### src/rtl/synth_param_ctrl_pkg.sv
// Shared constants for the synth control path: selector codes, note/octave limits, key width.
// key_of folds octave and note into the oscillator key number.
package synth_param_ctrl_pkg;

    typedef enum logic [2:0] {
        SEL_VOL = 3'd0,
        SEL_ATK = 3'd1,
        SEL_DCY = 3'd2,
        SEL_SUS = 3'd3,
        SEL_REL = 3'd4
    } sel_e;

    localparam int NOTE_MAX   = 11;
    localparam int OCT_MAX    = 7;
    localparam int KEY_W      = 7;
    localparam int NUM_PARAMS = 5;

    function automatic logic [KEY_W-1:0] key_of(input logic [2:0] oct, input logic [3:0] nt);
        return KEY_W'(oct) * KEY_W'(12) + KEY_W'(nt);
    endfunction

endpackage

### src/rtl/synth_param_ctrl_sync_edge.sv
// Two-flop synchroniser plus registered rising-edge detector; a held level yields one pulse.
// Pulse appears after the third clock edge following the input rise.
module synth_param_ctrl_sync_edge (
    input  logic i_clk,
    input  logic i_rst,
    input  logic i_lvl,
    output logic o_evt
);

    logic r_s1;
    logic r_s2;
    logic r_prev;
    logic r_evt;

    always_ff @(posedge i_clk or posedge i_rst) begin
        if (i_rst) begin
            r_s1   <= 1'b0;
            r_s2   <= 1'b0;
            r_prev <= 1'b0;
            r_evt  <= 1'b0;
        end else begin
            r_s1   <= i_lvl;
            r_s2   <= r_s1;
            r_prev <= r_s2;
            r_evt  <= r_s2 & ~r_prev;
        end
    end

    assign o_evt = r_evt;

endmodule

### src/rtl/synth_param_ctrl.sv
// Keyboard-control front end: syncs decoder strobes into CLOCK_50, keeps octave and ADSR/volume
// registers, and issues note-on, a timed gate and the combined key number.
module synth_param_ctrl
    import synth_param_ctrl_pkg::*;
#(
    parameter int PARAM_W     = 4,
    parameter int STEP        = 1,
    parameter int OCT_DEFAULT = 4,
    parameter int PARAM_DEF   = 8,
    parameter int GATE_CYCLES = 25_000_000
) (
    input  logic               CLOCK_50,
    input  logic               reset,
    input  logic [3:0]         note,
    input  logic               note_in,
    input  logic               octave_minus_minus,
    input  logic               octave_plus_plus,
    input  logic               ADSR_minus_minus,
    input  logic               ADSR_plus_plus,
    input  logic [2:0]         ADSR_selector,
    output logic [2:0]         octave,
    output logic [KEY_W-1:0]   key_num,
    output logic [3:0]         note_q,
    output logic               note_on,
    output logic               gate,
    output logic [PARAM_W-1:0] vol,
    output logic [PARAM_W-1:0] atk,
    output logic [PARAM_W-1:0] dcy,
    output logic [PARAM_W-1:0] sus,
    output logic [PARAM_W-1:0] rel,
    output logic [2:0]         sel_q
);

    localparam int CNT_W = (GATE_CYCLES > 1) ? $clog2(GATE_CYCLES) : 1;
    localparam logic [PARAM_W:0] P_MAX  = {1'b0, {PARAM_W{1'b1}}};
    localparam logic [PARAM_W:0] P_STEP = (PARAM_W+1)'(STEP);

    logic w_note_evt, w_oup, w_odn, w_pup, w_pdn;

    synth_param_ctrl_sync_edge u_se_note (.i_clk(CLOCK_50), .i_rst(reset), .i_lvl(note_in),            .o_evt(w_note_evt));
    synth_param_ctrl_sync_edge u_se_oup  (.i_clk(CLOCK_50), .i_rst(reset), .i_lvl(octave_plus_plus),   .o_evt(w_oup));
    synth_param_ctrl_sync_edge u_se_odn  (.i_clk(CLOCK_50), .i_rst(reset), .i_lvl(octave_minus_minus), .o_evt(w_odn));
    synth_param_ctrl_sync_edge u_se_pup  (.i_clk(CLOCK_50), .i_rst(reset), .i_lvl(ADSR_plus_plus),     .o_evt(w_pup));
    synth_param_ctrl_sync_edge u_se_pdn  (.i_clk(CLOCK_50), .i_rst(reset), .i_lvl(ADSR_minus_minus),   .o_evt(w_pdn));

    logic [3:0]         r_note_s1, r_note_s2, r_note_q;
    logic [2:0]         r_sel_s1, r_sel_s2, r_oct;
    logic [KEY_W-1:0]   r_key;
    logic               r_note_on, r_gate;
    logic [CNT_W-1:0]   r_cnt;
    logic [PARAM_W-1:0] r_param [NUM_PARAMS];

    logic               w_note_ok, w_sel_ok, w_pchg;
    logic [PARAM_W-1:0] w_cur, w_new;
    logic [PARAM_W:0]   w_sum;

    // Buses are stable long before their strobe, so plain 2-flop capture is enough.
    always_ff @(posedge CLOCK_50 or posedge reset) begin
        if (reset) begin
            r_note_s1 <= '0;
            r_note_s2 <= '0;
            r_sel_s1  <= '0;
            r_sel_s2  <= '0;
        end else begin
            r_note_s1 <= note;
            r_note_s2 <= r_note_s1;
            r_sel_s1  <= ADSR_selector;
            r_sel_s2  <= r_sel_s1;
        end
    end

    assign w_note_ok = w_note_evt && (r_note_s2 <= 4'(NOTE_MAX));
    assign w_sel_ok  = (r_sel_s2 <= SEL_REL);
    assign w_pchg    = w_sel_ok && (w_pup ^ w_pdn);

    always_comb begin
        w_cur = '0;
        for (int i = 0; i < NUM_PARAMS; i++) begin
            if (r_sel_s2 == 3'(i)) w_cur = r_param[i];
        end
        w_sum = {1'b0, w_cur} + P_STEP;
        if (w_pup) begin
            w_new = (w_sum > P_MAX) ? P_MAX[PARAM_W-1:0] : w_sum[PARAM_W-1:0];
        end else begin
            w_new = ({1'b0, w_cur} < P_STEP) ? '0 : w_cur - P_STEP[PARAM_W-1:0];
        end
    end

    always_ff @(posedge CLOCK_50 or posedge reset) begin
        if (reset) begin
            r_oct     <= 3'(OCT_DEFAULT);
            r_key     <= KEY_W'(OCT_DEFAULT * 12);
            r_note_q  <= '0;
            r_note_on <= 1'b0;
            r_gate    <= 1'b0;
            r_cnt     <= '0;
            for (int i = 0; i < NUM_PARAMS; i++) r_param[i] <= PARAM_W'(PARAM_DEF);
        end else begin
            r_note_on <= w_note_ok;
            // Key uses the octave as it stood before any same-cycle octave event.
            if (w_note_ok) begin
                r_note_q <= r_note_s2;
                r_key    <= key_of(r_oct, r_note_s2);
                r_cnt    <= CNT_W'(GATE_CYCLES - 1);
                r_gate   <= 1'b1;
            end else if (r_cnt != '0) begin
                r_cnt    <= r_cnt - 1'b1;
            end else begin
                r_gate   <= 1'b0;
            end
            if (w_oup && !w_odn && r_oct != 3'(OCT_MAX)) begin
                r_oct <= r_oct + 3'd1;
            end else if (w_odn && !w_oup && r_oct != 3'd0) begin
                r_oct <= r_oct - 3'd1;
            end
            for (int i = 0; i < NUM_PARAMS; i++) begin
                if (w_pchg && r_sel_s2 == 3'(i)) r_param[i] <= w_new;
            end
        end
    end

    assign octave  = r_oct;
    assign key_num = r_key;
    assign note_q  = r_note_q;
    assign note_on = r_note_on;
    assign gate    = r_gate;
    assign sel_q   = r_sel_s2;
    assign vol     = r_param[SEL_VOL];
    assign atk     = r_param[SEL_ATK];
    assign dcy     = r_param[SEL_DCY];
    assign sus     = r_param[SEL_SUS];
    assign rel     = r_param[SEL_REL];

endmodule
### config.mk
export PLATFORM = sky130hd
export DESIGN_NAME = synth_param_ctrl
export DESIGN_NICKNAME = d
export VERILOG_FILES = /design/src/rtl/synth_param_ctrl_pkg.sv /design/src/rtl/synth_param_ctrl_sync_edge.sv /design/src/rtl/synth_param_ctrl.sv
export SDC_FILE = /design/constraint.sdc
export NUM_CORES = 1
export LEC_CHECK = 0
export BUFFER_PORTS_ARGS = -buffer_cell sky130_fd_sc_hd__clkbuf_2
export CAP_MARGIN = 20
export CORE_MARGIN = 3
export CORE_UTILIZATION = 50
export DETAILED_ROUTE_END_ITERATION = 10
export GPL_TIMING_DRIVEN = 1
export PLACE_DENSITY = 0.7
export SYNTH_ARGS = -nofsm -noshare
export SYNTH_HDL_FRONTEND = slang
export SYNTH_SLANG_ARGS = --single-unit
### constraint.sdc
create_clock -name CLOCK_50 -period 3.4 [get_ports CLOCK_50]
set_input_delay 0.17 -clock CLOCK_50 [delete_from_list [all_inputs] [get_ports CLOCK_50]]
set_output_delay 0.17 -clock CLOCK_50 [all_outputs]
set_load 0.03 [all_outputs]
After elaboration in Yosys (flattened, before gate mapping). Index checks and enable logic that the tools add are counted.

Flip-flop bits (word level): 95. Bits in latches: 0. Memory bits (writable): 0. ROM bits: 0. Input bits: 14. Output and inout port bits: 39. Word-level logic and storage cells: 95. Memories: 0.

Add/sub/neg operators: 6. $mul: 1. Div/mod/pow operators: 0. Magnitude comparators: 4. Equal/unequal tests: 6. Shift-type cells: 0. Muxes and demuxes: 14. Bitwise logic cells: 11. Reduce and logical (&&, ||, !) cells: 18.

Operators by type and width (number): 25-bit 2-to-1 mux (2); 4-bit 2-to-1 mux (8); 25-bit nonzero test (1); 25-bit by 1-bit subtractor with 25-bit output (second input constant) (1); 1-bit logical AND (11); 7-bit by 4-bit adder with 7-bit output (1); 3-bit by 2-bit == test with 1-bit output (second input constant) (2); 3-bit 2-to-1 mux (2); 4-bit by 1-bit adder with 5-bit output (second input constant) (1); 1-bit AND (5); 5-bit by 4-bit greater-than comparator with 1-bit output (second input constant) (1); 3-bit by 2-bit multiplier with 5-bit output (second input constant) (1); 1-bit inverter (5); 4-bit less-or-equal comparator (second input constant) (1); 4-bit by 1-bit less-than comparator with 1-bit output (second input constant) (1); 2-bit nonzero test (2); 4-bit by 1-bit subtractor with 4-bit output (second input constant) (1); 3-bit by 1-bit adder with 3-bit output (second input constant) (1); 3-bit by 1-bit == test with 1-bit output (second input constant) (1); 3-bit == test (second input constant) (1); 3-bit less-or-equal comparator (second input constant) (1); 3-bit logical NOT (1); 3-bit != test (second input constant) (1); 3-bit nonzero test (1); 5 further kinds (7).

Longest topological paths before layout.
Depth after elaboration: 10. Mapped depth: 11. Depth with buffers taken out: 9.

Cells and area by module. Synthesis repeated with hierarchy kept, for this count alone.

Cell total of the unflattened synthesis: 368. Area, all modules: 4230.3 um^2.

By module, submodules not included: synth_param_ctrl (instances 1, cells an instance 338, area each 3642.2 um^2, sequential area each 1836.8 um^2); synth_param_ctrl_sync_edge (instances 5, cells an instance 6, area each 117.6 um^2, sequential area each 100.1 um^2).

Worst setup path after synthesis. No wires, ideal clock.

Path type: register to register. Start point: register r_sel_s2[0] (netlist: sel_q[0]). End point: register r_param, in the netlist rel[1]. Library setup time: 0.096 ns. Arrival: 2.534 ns. Required time: 3.304 ns. Path slack: 0.771 ns. Cell stages (with the launch flop): 10. Buffers on the path: 1. Clock period less this slack: 2.629 ns. Cell sequence: dfrtp_1 > clkbuf_1 > nor3b_1 > a32o_1 > a21oi_2 > ha_1 > nor2_1 > a21oi_1 > o311a_1 > o31ai_1.

Cells in the longest elaborated chain, start to end: 10. Elaborated cells on any way between the ends: 20. Those cells by class: add/sub (2); order compare (3); eq/ne (4); mux (8); reduce/logical (3).

Ends and longest elaborated chain: start: declaration (RTL line synth_param_ctrl.sv:47) `logic [2:0] r_sel_s1, r_sel_s2, r_oct;`; start signal: assignment (RTL line synth_param_ctrl.sv:68) `r_sel_s2 <= r_sel_s1;`; 3-bit logical NOT (RTL line synth_param_ctrl.sv:79) `if (r_sel_s2 == 3'(i)) w_cur = r_param[i];`; 4-bit 2-to-1 mux (5 in a row) (RTL line synth_param_ctrl.sv:79); 4-bit by 1-bit adder with 5-bit output (RTL line synth_param_ctrl.sv:81) `w_sum = {1'b0, w_cur} + P_STEP;`; 5-bit by 4-bit greater-than comparator with 1-bit output (RTL line synth_param_ctrl.sv:83) `w_new = (w_sum > P_MAX) ? P_MAX[PARAM_W-1:0] : w_sum[PARAM_W-1:0];`; 4-bit 2-to-1 mux (RTL line synth_param_ctrl.sv:83); 4-bit 2-to-1 mux (RTL line synth_param_ctrl.sv:82) `if (w_pup) begin`; end signal: indexed assignment (RTL line synth_param_ctrl.sv:117) `if (w_pchg && r_sel_s2 == 3'(i)) r_param[i] <= w_new;`; end: declaration (RTL line synth_param_ctrl.sv:51) `logic [PARAM_W-1:0] r_param [NUM_PARAMS];`.

Parallel ways exist; a longest one is shown, timed or not. A chain may end at the register's enable or synchronous reset.

Worst setup path in the final report.
Start point: register r_sel_s2[1] (netlist: sel_q[1]). End point: register r_param, in the netlist rel[1].

The elaborated chain is that of the path after synthesis.

==> qor.yml <==
status: "completed"
cts_root_buffer: "clkbuf_8"
power.share.sequential_pct: 41.5
wl_mm: 8.44
cp_slowest_cell: "dfrtp_1"
synth.avg_cell_area_um2: 10.9
placementRows: 32
cp_num_buf_inv: 0
arrival_ns: 3.17
post-route-cell-area_um2: 4940
antenna_found_initial: 0
p_leak_nw: 2.15
post-route-min-period_ns: 2.90
required_ns: 3.67
switching_share_pct: 38.3
die_height_um: 97.8
async_flop_share_pct: 100
grt_pass1_vias: 2909
synth_adder_area_share_pct: 4.39
critPathMaxFanout: 16
yosysUniqueCellTypes: 57
maxSlewHeadroom_pct: 40.0
area_delta_synth_final_pct: 17.3
min_path_type: "in2async"
overflow: 0
fp.coreArea_um2: 7970
dpl_cell_area_um2: 4550
synth_seq_area_share_pct: 55.4
fill_cells: 657
initialDrtViolationCount: 153
synthesis.area_um2: 4220
ir_drop_mv: 0.379
cp_slowest_stage_delay_ns: 0.72
pre_cts_slack_ns: 0.580
crit_family: "compound AO/OA/AOI/OAI gates"
final_cell_mix: "85 x dfrtp_1, 52 x clkbuf_2, 41 x nand2_1"
synth_compound_area_share_pct: 9.11
drc: 0
worst_slack_ns: 0.501
cts_resized: 0
finalSetupTns_ns: 0
p_int_mw: 2.34
final_common_cell: "dfrtp_1"
synth-main-ff-cell: "dfrtp_1"
ys_ff_latch: 93
fp.dieW_um: 97.8
finalHoldViolCount: 0
post-route-util_pct: 62.1
io_buffers: 52
rsz0062_at_grt: "no"
synth_mux_area_share_pct: 4.51
grt_pass1_wl_mm: 14.1
yosysWarnings: 0
clockPowerShare_pct: 23.5
track_usage_pct: 18.2
setup_viol: 0
layout-drive-gt1-share_pct: 22.1
crit_chain: "nor3b_1 -> a32o_1 -> a21oi_2 -> ha_1 -> nor2_1 -> a21oi_1 -> o311a_1 -> o31ai_1"
worstMarginPinSlew_ns: 0.893
wire_per_inst_um: 15.1
power_frac_comb_pct: 35.0
ant_nets: 0
power_density_nw_per_um2: 765
antennaDiodeCount: 0
start_util_pct: 52.9
cap_viol_max_count: 0
max_freq_ghz: 0.345
synth_top_family_by_area: "simple AND/OR/NAND/NOR gates"
synthSimpleGateAreaFrac_pct: 18.2
total_power_mw: 3.79
clk_path_buf_depth: 2
synth_cells: 386
insertion_delay_ns: 0.37
clock_skew_ns: 0.0121
post-dp-hpwl_mm: 5.79
grt_start_max_net_pins: 63
syn_nets: 413
slew_viol_final: 0
p_sw_mw: 1.45
crit_path_start_kind: "register"
cts-htree-levels: 3
die-area_um2: 9570
synth-xor-area-share_pct: 4.78
routabilityCongestion: 0.862
timing.final.crit_share_pct: 85.3
cts_tree: "built"
cts_made_buffers: 9
vias: 3073
clkTransAtPathRegs_ns: 0.09
final_nets: 479
critPathKind: "reg2reg"
cts_num_sinks: 93
io_pins: 53
synth_edf_count: 0
viasPerCell: 5.50
critPathCaptureType: "register"
firstDrtPassIters: 4
## routing by layer
metal,vias up,track usage [%],part of all wire (%)
met2,82,29.3,48
met5,-,0,0
met4,0,5.64,1.7
met3,12,4.79,5.0
met1,1497,24.3,45
li1,1482,-,-
## timing repair
action,in CTS,in global routing
buffers inserted,0,0
hold buffers,12,1
hold endpoints to repair,12,18
## flip-flops by register name (all words and copies together) (netlist names), 3 cells and up
name,flops
atk,4
dcy,4
key_num,5
note_q,4
octave,3
r_cnt,25
r_note_s1,4
r_note_s2,4
r_sel_s1,3
rel,4
sel_q,3
sus,4
vol,4
## stage by stage
step | instances | hold slack, ns
6_report | 559 | 0.297
4_1_cts | 557 | 0.0254
5_1_grt | 559 | 0.313
2_1_floorplan | 386 | 0.201
3_3_place_gp | 529 | 0.278
3_5_place_dp | 529 | 0.280
## worst paths after layout
| kind | startpoint | end | slack (ns) | cells past startpoint |
|---|---|---|---|---|
| setup / recovery | sel_q[1] | rel[1] | 0.50 | 8 |
| hold / removal | reset | u_se_pdn.r_prev | 0.30 | 3 |
| setup reg to reg | sel_q[1] | rel[1] | 0.50 | 8 |
| hold reg to reg | r_note_s1[0] | r_note_s2[0] | 0.36 | 0 |
| max in group asynchronous | reset | key_num[5] | 2.24 | 5 |
| min in group CLOCK_50 | r_note_s1[0] | r_note_s2[0] | 0.36 | 0 |
## synth_stat cells (all sizes together) (3+ instances only)
cell type | instances | share of area [%]
nand3b | 4 | 0.71
or3 | 5 | 0.74
mux2i | 4 | 0.95
o22ai | 4 | 0.59
nor2b | 11 | 1.6
inv | 18 | 1.6
ha | 10 | 3.0
nand2 | 41 | 3.7
mux2 | 13 | 3.6
xor2 | 7 | 1.5
buf | 5 | 1.1
o21ai | 16 | 1.9
xnor2 | 16 | 3.3
or2 | 3 | 0.45
nand4b | 3 | 0.62
a31oi | 6 | 0.89
dfstp | 8 | 5.0
a21oi | 15 | 1.9
nor4 | 10 | 1.5
and4 | 3 | 0.62
nand3 | 8 | 0.95
or4 | 4 | 0.71
o31ai | 3 | 0.53
clkbuf | 10 | 0.89
nor3 | 13 | 1.5
nor2 | 31 | 2.8
fa | 3 | 1.4
dfrtp | 85 | 50
## worst register-to-register path, stage by stage (launching register included)
cell     delay (ns)
dfrtp_1        0.72
nor3b_1        0.19
a32o_1         0.26
a21oi_2        0.34
ha_1           0.38
nor2_1         0.15
a21oi_1        0.08
o311a_1        0.41
o31ai_1        0.26
## final cells by class
type | count | area, µm² | share of cell area, %
Clock inverter | 7 | 120 | 2.43
Timing Repair Buffer | 70 | 440 | 8.91
Multi-Input combinational cell | 260 | 1730 | 34.9
Clock buffer | 9 | 124 | 2.51
Inverter | 18 | 68.8 | 1.39
Sequential cell | 93 | 2340 | 47.3
Tap cell | 102 | 128 | 2.58
## power groups by stage
stage	logic (mW)	clock network, mW	registers (mW)
after floorplan	0.657	0	1.87
after global placement	1.28	0	1.58
after detailed placement	1.31	0	1.59
after CTS	1.33	0.918	1.57
after global routing	1.45	0.960	1.61
final	1.32	0.891	1.57
## kinds of logic (layout without fill, tap and decap cells)
group	count (synthesis)	in the layout
mux	17	17
flops	93	93
fa+ha+maj	13	13
xor+xnor	23	23
compound gates	60	60
simple gates	147	147
buf+inv	33	104
Note: power is estimated with default switching activity, not from simulation.
